[config.mk]
export PLATFORM = sky130hd
export DESIGN_NAME = mdl_oob_detect_flat
export DESIGN_NICKNAME = d
export VERILOG_FILES = /design/src/rtl/mdl_oob_pkg.sv /design/src/rtl/mdl_oob_detect_if.sv /design/src/rtl/mdl_oob_squelch.sv /design/src/rtl/mdl_oob_detect.sv /design/src/flat_wrapper.sv
export SDC_FILE = /design/constraint.sdc
export NUM_CORES = 1
export LEC_CHECK = 0
export CAP_MARGIN = 15
export CORE_AREA = 2 2 81 83
export DETAILED_ROUTE_END_ITERATION = 12
export DIE_AREA = 0 0 83 85
export PLACE_DENSITY = 0.47
export SKIP_LAST_GASP = 1
export SYNTH_ARGS = -nofsm -noshare
export SYNTH_HDL_FRONTEND = slang
export SYNTH_HIERARCHICAL = 1
export SYNTH_SLANG_ARGS = --single-unit
[constraint.sdc]
create_clock -name i_clk -period 4.45 [get_ports i_clk]
set_input_delay 0.6675 -clock i_clk [delete_from_list [all_inputs] [get_ports i_clk]]
set_output_delay 0.6675 -clock i_clk [all_outputs]
set_load 0.005 [all_outputs]
[src/rtl/mdl_oob_pkg.sv]
// rtl/mdl_oob_pkg.sv - shared OOB timing constants, train type and gap classifier
package mdl_oob_pkg;

    localparam int UIOOB       = 160;
    localparam int BURST_TOL   = 16;
    localparam int RESET_IDLE  = 480;
    localparam int WAKE_IDLE   = 160;
    localparam int IDLE_TOL    = 16;
    localparam int N_DET       = 4;
    localparam int FINISH_IDLE = 800;
    localparam int SQUELCH     = 2;

    localparam int BLEN_W = $clog2(UIOOB + BURST_TOL + 2);
    localparam int GLEN_W = $clog2(FINISH_IDLE + 1);
    localparam int TCNT_W = $clog2(N_DET + 1);

    localparam logic [BLEN_W-1:0] BLEN_LO  = BLEN_W'(UIOOB - BURST_TOL);
    localparam logic [BLEN_W-1:0] BLEN_HI  = BLEN_W'(UIOOB + BURST_TOL);
    localparam logic [GLEN_W-1:0] GLEN_FIN = GLEN_W'(FINISH_IDLE);
    localparam logic [TCNT_W-1:0] TCNT_DET = TCNT_W'(N_DET);

    typedef enum logic [1:0] {
        TT_NONE  = 2'd0,
        TT_RESET = 2'd1,
        TT_WAKE  = 2'd2
    } ttype_e;

    function automatic ttype_e classify_gap(input logic [GLEN_W-1:0] glen);
        if (glen >= GLEN_W'(RESET_IDLE - IDLE_TOL) && glen <= GLEN_W'(RESET_IDLE + IDLE_TOL))
            return TT_RESET;
        if (glen >= GLEN_W'(WAKE_IDLE - IDLE_TOL) && glen <= GLEN_W'(WAKE_IDLE + IDLE_TOL))
            return TT_WAKE;
        return TT_NONE;
    endfunction

endpackage

[src/rtl/mdl_oob_detect_if.sv]
// rtl/mdl_oob_detect_if.sv - serial line inputs and detect outputs of the OOB detector
interface mdl_oob_detect_if;

    logic i_rx_p;
    logic i_rx_n;
    logic o_comreset_det;
    logic o_comwake_det;
    logic o_comfinish;
    logic o_active;

    modport master (
        output i_rx_p, i_rx_n,
        input  o_comreset_det, o_comwake_det, o_comfinish, o_active
    );

    modport slave (
        input  i_rx_p, i_rx_n,
        output o_comreset_det, o_comwake_det, o_comfinish, o_active
    );

endinterface

[src/rtl/mdl_oob_squelch.sv]
// rtl/mdl_oob_squelch.sv - glitch filter: sq follows act after SQUELCH agreeing samples
module mdl_oob_squelch
    import mdl_oob_pkg::*;
(
    input  logic i_clk,
    input  logic i_rst,
    input  logic i_act,
    output logic o_sq
);

    localparam int CNT_W = $clog2(SQUELCH + 1);
    localparam logic [CNT_W-1:0] CNT_LAST = CNT_W'(SQUELCH - 1);

    logic             sq_q, sq_d;
    logic [CNT_W-1:0] cnt_q, cnt_d;

    // Both edges see the same delay, so burst and gap lengths pass through unchanged.
    always_comb begin
        sq_d  = sq_q;
        cnt_d = '0;
        if (i_act != sq_q) begin
            if (cnt_q == CNT_LAST) sq_d = i_act;
            else                   cnt_d = cnt_q + 1'b1;
        end
    end

    always_ff @(posedge i_clk) begin
        if (i_rst) begin
            sq_q  <= 1'b0;
            cnt_q <= '0;
        end else begin
            sq_q  <= sq_d;
            cnt_q <= cnt_d;
        end
    end

    assign o_sq = sq_q;

endmodule

[src/rtl/mdl_oob_detect.sv]
// rtl/mdl_oob_detect.sv - measures filtered burst/gap lengths and classifies COMRESET/COMWAKE trains
module mdl_oob_detect
    import mdl_oob_pkg::*;
(
    input logic             i_clk,
    input logic             i_rst,
    mdl_oob_detect_if.slave oob
);

    localparam logic [1:0] S_SILENT = 2'd0;
    localparam logic [1:0] S_BURST  = 2'd1;
    localparam logic [1:0] S_GAP    = 2'd2;
    localparam logic [1:0] S_ACTIVE = 2'd3;

    logic              sq;
    logic [1:0]        state_q, state_d;
    logic [BLEN_W-1:0] blen_q, blen_d;
    logic [GLEN_W-1:0] glen_q, glen_d;
    logic [TCNT_W-1:0] tcnt_q, tcnt_d;
    ttype_e            ttype_q, ttype_d;
    ttype_e            gap_cls;
    logic              det_r_q, det_r_d;
    logic              det_w_q, det_w_d;
    logic              fin_q, fin_d;
    logic              act_q, act_d;

    mdl_oob_squelch u_squelch (
        .i_clk (i_clk),
        .i_rst (i_rst),
        .i_act (oob.i_rx_p ^ oob.i_rx_n),
        .o_sq  (sq)
    );

    assign gap_cls = classify_gap(glen_q);

    always_comb begin
        state_d = state_q;
        blen_d  = blen_q;
        glen_d  = glen_q;
        tcnt_d  = tcnt_q;
        ttype_d = ttype_q;
        det_r_d = det_r_q;
        det_w_d = det_w_q;
        fin_d   = 1'b0;
        act_d   = act_q;
        case (state_q)
            S_SILENT: begin
                if (sq) begin
                    state_d = S_BURST;
                    blen_d  = BLEN_W'(1);
                    tcnt_d  = '0;
                    ttype_d = TT_NONE;
                end
            end
            S_BURST: begin
                if (!sq) begin
                    if (blen_q >= BLEN_LO && blen_q <= BLEN_HI) begin
                        state_d = S_GAP;
                        glen_d  = GLEN_W'(1);
                        if (tcnt_q != TCNT_DET) begin
                            tcnt_d = tcnt_q + 1'b1;
                            // Detection happens only on the burst that completes the train.
                            if (tcnt_q == TCNT_DET - 1'b1 && ttype_q != TT_NONE) begin
                                det_r_d = (ttype_q == TT_RESET);
                                det_w_d = (ttype_q == TT_WAKE);
                            end
                        end
                    end else begin
                        state_d = S_SILENT;
                        tcnt_d  = '0;
                        ttype_d = TT_NONE;
                    end
                end else if (blen_q >= BLEN_HI) begin
                    state_d = S_ACTIVE;
                    act_d   = 1'b1;
                    tcnt_d  = '0;
                    ttype_d = TT_NONE;
                end else begin
                    blen_d = blen_q + 1'b1;
                end
            end
            S_GAP: begin
                // A rise on the timeout cycle is classified rather than timed out.
                if (sq) begin
                    state_d = S_BURST;
                    blen_d  = BLEN_W'(1);
                    if (gap_cls == TT_NONE || (ttype_q != TT_NONE && gap_cls != ttype_q)) begin
                        tcnt_d  = '0;
                        ttype_d = TT_NONE;
                    end else begin
                        ttype_d = gap_cls;
                    end
                end else if (glen_q == GLEN_FIN) begin
                    state_d = S_SILENT;
                    fin_d   = (tcnt_q >= TCNT_DET) && (ttype_q != TT_NONE);
                end else begin
                    glen_d = glen_q + 1'b1;
                end
            end
            default: begin
                if (!sq) begin
                    state_d = S_SILENT;
                    act_d   = 1'b0;
                end
            end
        endcase
    end

    always_ff @(posedge i_clk) begin
        if (i_rst) begin
            state_q <= S_SILENT;
            blen_q  <= '0;
            glen_q  <= '0;
            tcnt_q  <= '0;
            ttype_q <= TT_NONE;
            det_r_q <= 1'b0;
            det_w_q <= 1'b0;
            fin_q   <= 1'b0;
            act_q   <= 1'b0;
        end else begin
            state_q <= state_d;
            blen_q  <= blen_d;
            glen_q  <= glen_d;
            tcnt_q  <= tcnt_d;
            ttype_q <= ttype_d;
            det_r_q <= det_r_d;
            det_w_q <= det_w_d;
            fin_q   <= fin_d;
            act_q   <= act_d;
        end
    end

    assign oob.o_comreset_det = det_r_q;
    assign oob.o_comwake_det  = det_w_q;
    assign oob.o_comfinish    = fin_q;
    assign oob.o_active       = act_q;

endmodule

[src/flat_wrapper.sv]
// flat-port wrapper written by rule: the top's interface ports become plain ports
module mdl_oob_detect_flat import mdl_oob_pkg::*;
  (i_clk, i_rst, oob_i_rx_p, oob_i_rx_n, oob_o_comreset_det, oob_o_comwake_det, oob_o_comfinish, oob_o_active);
  mdl_oob_detect_if oob_i ();
  input logic i_clk;
  input logic i_rst;
  input wire logic [$bits(oob_i.i_rx_p)-1:0] oob_i_rx_p;
  input wire logic [$bits(oob_i.i_rx_n)-1:0] oob_i_rx_n;
  output wire logic [$bits(oob_i.o_comreset_det)-1:0] oob_o_comreset_det;
  output wire logic [$bits(oob_i.o_comwake_det)-1:0] oob_o_comwake_det;
  output wire logic [$bits(oob_i.o_comfinish)-1:0] oob_o_comfinish;
  output wire logic [$bits(oob_i.o_active)-1:0] oob_o_active;
  assign oob_i.i_rx_p = oob_i_rx_p;
  assign oob_i.i_rx_n = oob_i_rx_n;
  assign oob_o_comreset_det = oob_i.o_comreset_det;
  assign oob_o_comwake_det = oob_i.o_comwake_det;
  assign oob_o_comfinish = oob_i.o_comfinish;
  assign oob_o_active = oob_i.o_active;
  mdl_oob_detect u_core (.i_clk(i_clk), .i_rst(i_rst), .oob(oob_i));
endmodule
# Word level (Yosys, flattened, before mapping)
# Index checks and enable logic that the tools add are counted.
dict set report classes {
  n_addsub 4
  order_cmp 8
  eq_ne 27
  n_mux 43
  bitwise_logic 6
  reduce_logical 24
}
# operator count
set ops {}
lappend ops {{10-bit two-way mux} 4}
lappend ops {{2-bit two-way mux} 17}
lappend ops {{8-bit two-way mux} 3}
lappend ops {{3-bit two-way mux} 7}
lappend ops {{10-bit one-hot mux with 2 select lines} 1}
lappend ops {{8-bit >= comparator, second input constant} 2}
lappend ops {{8-bit one-hot mux with 2 select lines} 1}
lappend ops {{5-bit AND reduction} 3}
lappend ops {{2-bit != test, second input constant} 7}
lappend ops {{2-bit one-hot mux with 3 select lines} 2}
lappend ops {{4-bit AND reduction} 3}
lappend ops {{10-bit by 1-bit adder with 10-bit output, second input constant} 1}
lappend ops {{10-bit == test, second input constant} 1}
lappend ops {{10-bit by 8-bit >= comparator with 1-bit output, second input constant} 1}
lappend ops {{10-bit by 9-bit >= comparator with 1-bit output, second input constant} 1}
lappend ops {{10-bit by 8-bit less-or-equal comparator with 1-bit output, second input constant} 1}
lappend ops {{10-bit by 9-bit less-or-equal comparator with 1-bit output, second input constant} 1}
lappend ops {{2-bit by 1-bit != test with 1-bit output, second input constant} 5}
lappend ops {{3-bit one-hot mux with 3 select lines} 1}
lappend ops {{8-bit by 1-bit adder with 8-bit output, second input constant} 1}
lappend ops {{8-bit less-or-equal comparator, second input constant} 1}
lappend ops {{2-bit by 1-bit == test with 1-bit output, second input constant} 3}
lappend ops {{1-bit logical AND} 6}
lappend ops {{1-bit two-way mux} 6}
lappend ops {{other kinds (23)} 33}
dict set report totals {
  reg_bits 32
  in_bits 4
}

# Depth between registers and ports, before layout
dict set report depth {
  depth_word 12
  depth_mapped 7
}

# Hierarchy
# The synthesis kept the hierarchy.
# mod instances cells_each area_per_inst_um2
set by_module_without_submodules {}
lappend by_module_without_submodules {mdl_oob_detect 1 193 1651.6}
lappend by_module_without_submodules {mdl_oob_squelch 1 10 111.4}

# Worst setup path before layout
# Ideal clock, no wire load.
dict set report synth_timing {
  path_type {flip-flop to flip-flop}
  start {register u_core.blen_q[0]}
  end {register u_core.ttype_q[1]}
  t_arrival_ns 1.771
  required_ns 4.327
  setup_slack_ns 2.556
  stages_incl_launch_ff 7
  n_path_buf 0
  period_less_slack_ns 1.894
  cell_sequence {dfxtp_1 inv_1 ha_1 or3b_4 a2111oi_4 nor3_1 mux2_1}
}
dict set report synth_via {
  elab_chain_len 4
  word_cells_on_any_way 7
  cone_classes {3 x order compare; 2 x eq/ne; 2 x reduce/logical}
}
# item line
set synth_lines {}
lappend synth_lines {{start, declared} mdl_oob_detect.sv:17} ;# logic [BLEN_W-1:0] blen_q, blen_d;
lappend synth_lines {{start signal, assigned} mdl_oob_detect.sv:122} ;# blen_q <= blen_d;
lappend synth_lines {{8-bit >= comparator / 8-bit less-or-equal comparator (equally long branches)} mdl_oob_detect.sv:57} ;# if (blen_q >= BLEN_LO && blen_q <= BLEN_HI) begin
lappend synth_lines {{1-bit logical AND} mdl_oob_detect.sv:57}
lappend synth_lines {{3-bit != test (no source line)} n/a}
lappend synth_lines {{5-bit AND reduction (no source line) (*)} n/a}
lappend synth_lines {{end signal, assigned} mdl_oob_detect.sv:125} ;# ttype_q <= ttype_d;
lappend synth_lines {{end, declared} mdl_oob_detect.sv:20} ;# ttype_e ttype_q, ttype_d;
# Every way passes the cells marked *; elsewhere a longest branch is shown, timed or not.
# A chain may end at the register's enable or synchronous reset.

# Worst setup path after layout
# Ends and elaborated chain as after synthesis.

==> impl_metrics.env <==
export IMPL_setup_worst_path_end_class="register"
export IMPL_ys_warn_count=6
export IMPL_path_delay_family="compound AO/OA/AOI/OAI gates"
export IMPL_rows=29
export IMPL_skew_ns=0.006154
export IMPL_synthesis_area_um2=1763
export IMPL_synth_cell_type_count=50
export IMPL_final_cell_area_um2=1987
export IMPL_viasPerCell=5.220
export IMPL_hold_violations=0
export IMPL_cp_slowest_cell="a2111oi_4"
export IMPL_worst_setup_path_start_kind="register"
export IMPL_synth_edf_count=0
export IMPL_die_area_um2=7055
export IMPL_fin_tns_setup_ns=0
export IMPL_yosys_top_cells_count="dfxtp_1 (32), nor2_1 (16), inv_1 (14)"
export IMPL_wl_um=3732
export IMPL_fill_cells=644
export IMPL_firstDrtPassIters=4
export IMPL_synth_nets=215
export IMPL_syn_inst=203
export IMPL_fin_crit_sh=0.5408
export IMPL_placedCellCount=279
export IMPL_io_buffers=7
export IMPL_synth_most_common_cell="dfxtp_1"
export IMPL_dpl_hpwl_um=2561
export IMPL_drive_gt1_frac=0.05742
export IMPL_vias=1493
export IMPL_post_dp_cell_area_um2=1891
export IMPL_grt_pass1_vias=1408
export IMPL_cpPeakStageDelay_ns=0.78
export IMPL_tritoncts="done"
export IMPL_setup_viol=0
export IMPL_gr_usage_all_layers=0.1126
export IMPL_synthArstFlopShare=0
export IMPL_post_synth_top_area_cell="dfxtp_1"
export IMPL_clk_latency_ns=0.29
export IMPL_die_height_um=85
export IMPL_peakVddDrop_v=0.0001790
export IMPL_yosysTopAreaCellShare=0.3634
export IMPL_crit_buf_inv=1
export IMPL_status="finished, final reports clean"
export IMPL_ant_nets=0
export IMPL_cts_resized=0
export IMPL_numCtsBuffers=5
export IMPL_required_ns=4.62
export IMPL_drv_cap=0
export IMPL_synth_seq_cells=32
export IMPL_finalWeightedCongestion=0.7421
export IMPL_worstPathMaxFanout=14
export IMPL_start_util=0.2841
export IMPL_path_cells="inv_1 > ha_1 > or3b_4 > a2111oi_4 > nor3_1 > mux2_1"
export IMPL_cts_hold_buf=0
export IMPL_synth_avg_cell_area_um2=8.684
export IMPL_powerDensity_nw_per_um2=308.4
export IMPL_num_antenna_cells=0
export IMPL_grt_ovfl_total=0
export IMPL_synthToLayoutAreaGrowth_pct=12.70
export IMPL_die_width_um=83
export IMPL_final_cell_count_no_fill=286
export IMPL_slew_violations=0
export IMPL_clk_pin_slew_ns=0.07
export IMPL_post_cts_setup_buffers=0
export IMPL_ios=8
export IMPL_synth_area_leaders="dfxtp_1 (36%), ha_1 (5.7%), nor2_1 (3.4%)"
export IMPL_multi_input_area_um2=1031
export IMPL_first_iter_violations=44
export IMPL_grt_setup_unrepaired="false"
export IMPL_critPathKind="reg2reg"
export IMPL_clkSinkCount=32
export IMPL_core_area_um2=6205
export IMPL_seq_area_frac_synth=0.3634
export IMPL_worst_slew_pin_transition_ns=0.7896
export IMPL_ctsHtreeMaxLevel=2
export IMPL_antenna_found_initial=0
export IMPL_total_power_mw=0.6128
export IMPL_p_leak_nw=0.6787
export IMPL_drc=0
export IMPL_synth_top_flop_cell="dfxtp_1"
export IMPL_arrival_ns=2.58
export IMPL_grt_max_degree=21
export IMPL_wl_per_cell_um=13.05
export IMPL_root_buffer="clkbuf_8"
export IMPL_regArea_um2=640.6
export IMPL_slew_headroom=0.4736
export IMPL_grt_first_pass_wirelength_um=6430
export IMPL_fin_nets=221
export IMPL_whs_ns=0.4278
export IMPL_fin_crit_ns=2.406
export IMPL_cts_buffer_depth=2
export IMPL_clock_fmax_mhz=415.6
export IMPL_hp_class="reg2reg"
-- flip-flops by register name, summed over array words and instances, names as in the netlist --
signal	cells
u_core/blen_q	8
u_core/glen_q	10
u_core/oob.o_active	1
u_core/oob.o_comfinish	1
u_core/oob.o_comreset_det	1
u_core/oob.o_comwake_det	1
u_core/state_q	2
u_core/tcnt_q	3
u_core/ttype_q	2
u_core/u_squelch/cnt_q	2
u_core/u_squelch/o_sq	1
-- power breakdown --
group / internal, mW / switching [mW] / total [mW]
Combinational: 0.0248 / 0.0316 / 0.0564
Sequential: 0.293 / 0.0142 / 0.307
Clock: 0.138 / 0.111 / 0.249
Total: 0.456 / 0.157 / 0.613
-- routing by layer --
| metal | GRT usage | wire, µm |
|---|---|---|
| met5 | 0 | 0 |
| met4 | 0.06408 | 83 |
| met3 | 0.03113 | 143 |
| met2 | 0.1694 | 1674 |
| met1 | 0.1455 | 1830 |
-- worst reg2reg max path: stages (launching register included) --
cell and delay (ns):
dfxtp_1 0.35, inv_1 0.08, ha_1 0.13, or3b_4 0.40, a2111oi_4 0.78, nor3_1 0.21, mux2_1 0.34
-- worst paths after layout --
kind	slack, ns	cells after the start	end	start
setup / recovery	2.04	6	u_core/ttype_q[1]	u_core/blen_q[0]
hold / removal	0.43	1	u_core/u_squelch/cnt_q[0]	u_core/u_squelch/cnt_q[0]
setup reg to reg	2.04	6	u_core/ttype_q[1]	u_core/blen_q[0]
hold reg to reg	0.43	1	u_core/u_squelch/cnt_q[0]	u_core/u_squelch/cnt_q[0]
-- area by class of cell --
class	instances	area share
Multi-Input combinational cell	149	0.5189
Sequential cell	32	0.3224
Clock buffer	7	0.04849
Tap cell	77	0.04849
Timing Repair Buffer	7	0.03526
Inverter	14	0.02645
-- cells by family (layout without fill, tap and decap cells) --
kind of cell    Yosys count  in the layout  synth area share
compound gates           45             45            0.1923
xor+xnor                 10             10           0.04968
fa+ha+maj                 8              8           0.05678
buf+inv                  22             28           0.05181
flops                    32             32            0.3634
mux                       6              6           0.03478
simple gates             80             80            0.2513
-- per-stage QoR --
step           setup WS [ns]    util
2_1_floorplan          2.556       -
3_3_place_gp           2.006  0.3047
3_5_place_dp           1.956  0.3047
4_1_cts                2.080  0.3202
5_1_grt                1.867  0.3202
6_report               2.044  0.3202
-- cell usage in the layout, fill, tap and decap left out, types with 2 or more instances in the layout --
cell type         n
o311a_1           2
inv_1            14
a311o_1           2
a31oi_1           3
o21ai_1           2
a21oi_1          10
xor2_1            6
o21ai_0           4
clkdlybuf4s50_1   7
or2_2             2
a21o_1            3
a41oi_1           2
a221oi_1          2
mux2i_1           5
nor3_1            2
nor2_1           16
dfxtp_1          32
and2_1            4
o21bai_1          2
o2111ai_1         2
clkbuf_8          7
a211oi_1          3
nand2b_1          6
nand4_1           6
nor4_1            6
nand3_1           8
nor3b_1           2
nand2_1          13
ha_1              8
and3_1            3
nor2b_1           2
xnor2_1           4
a311oi_1          3
Note: power is estimated with default switching activity, not from simulation.
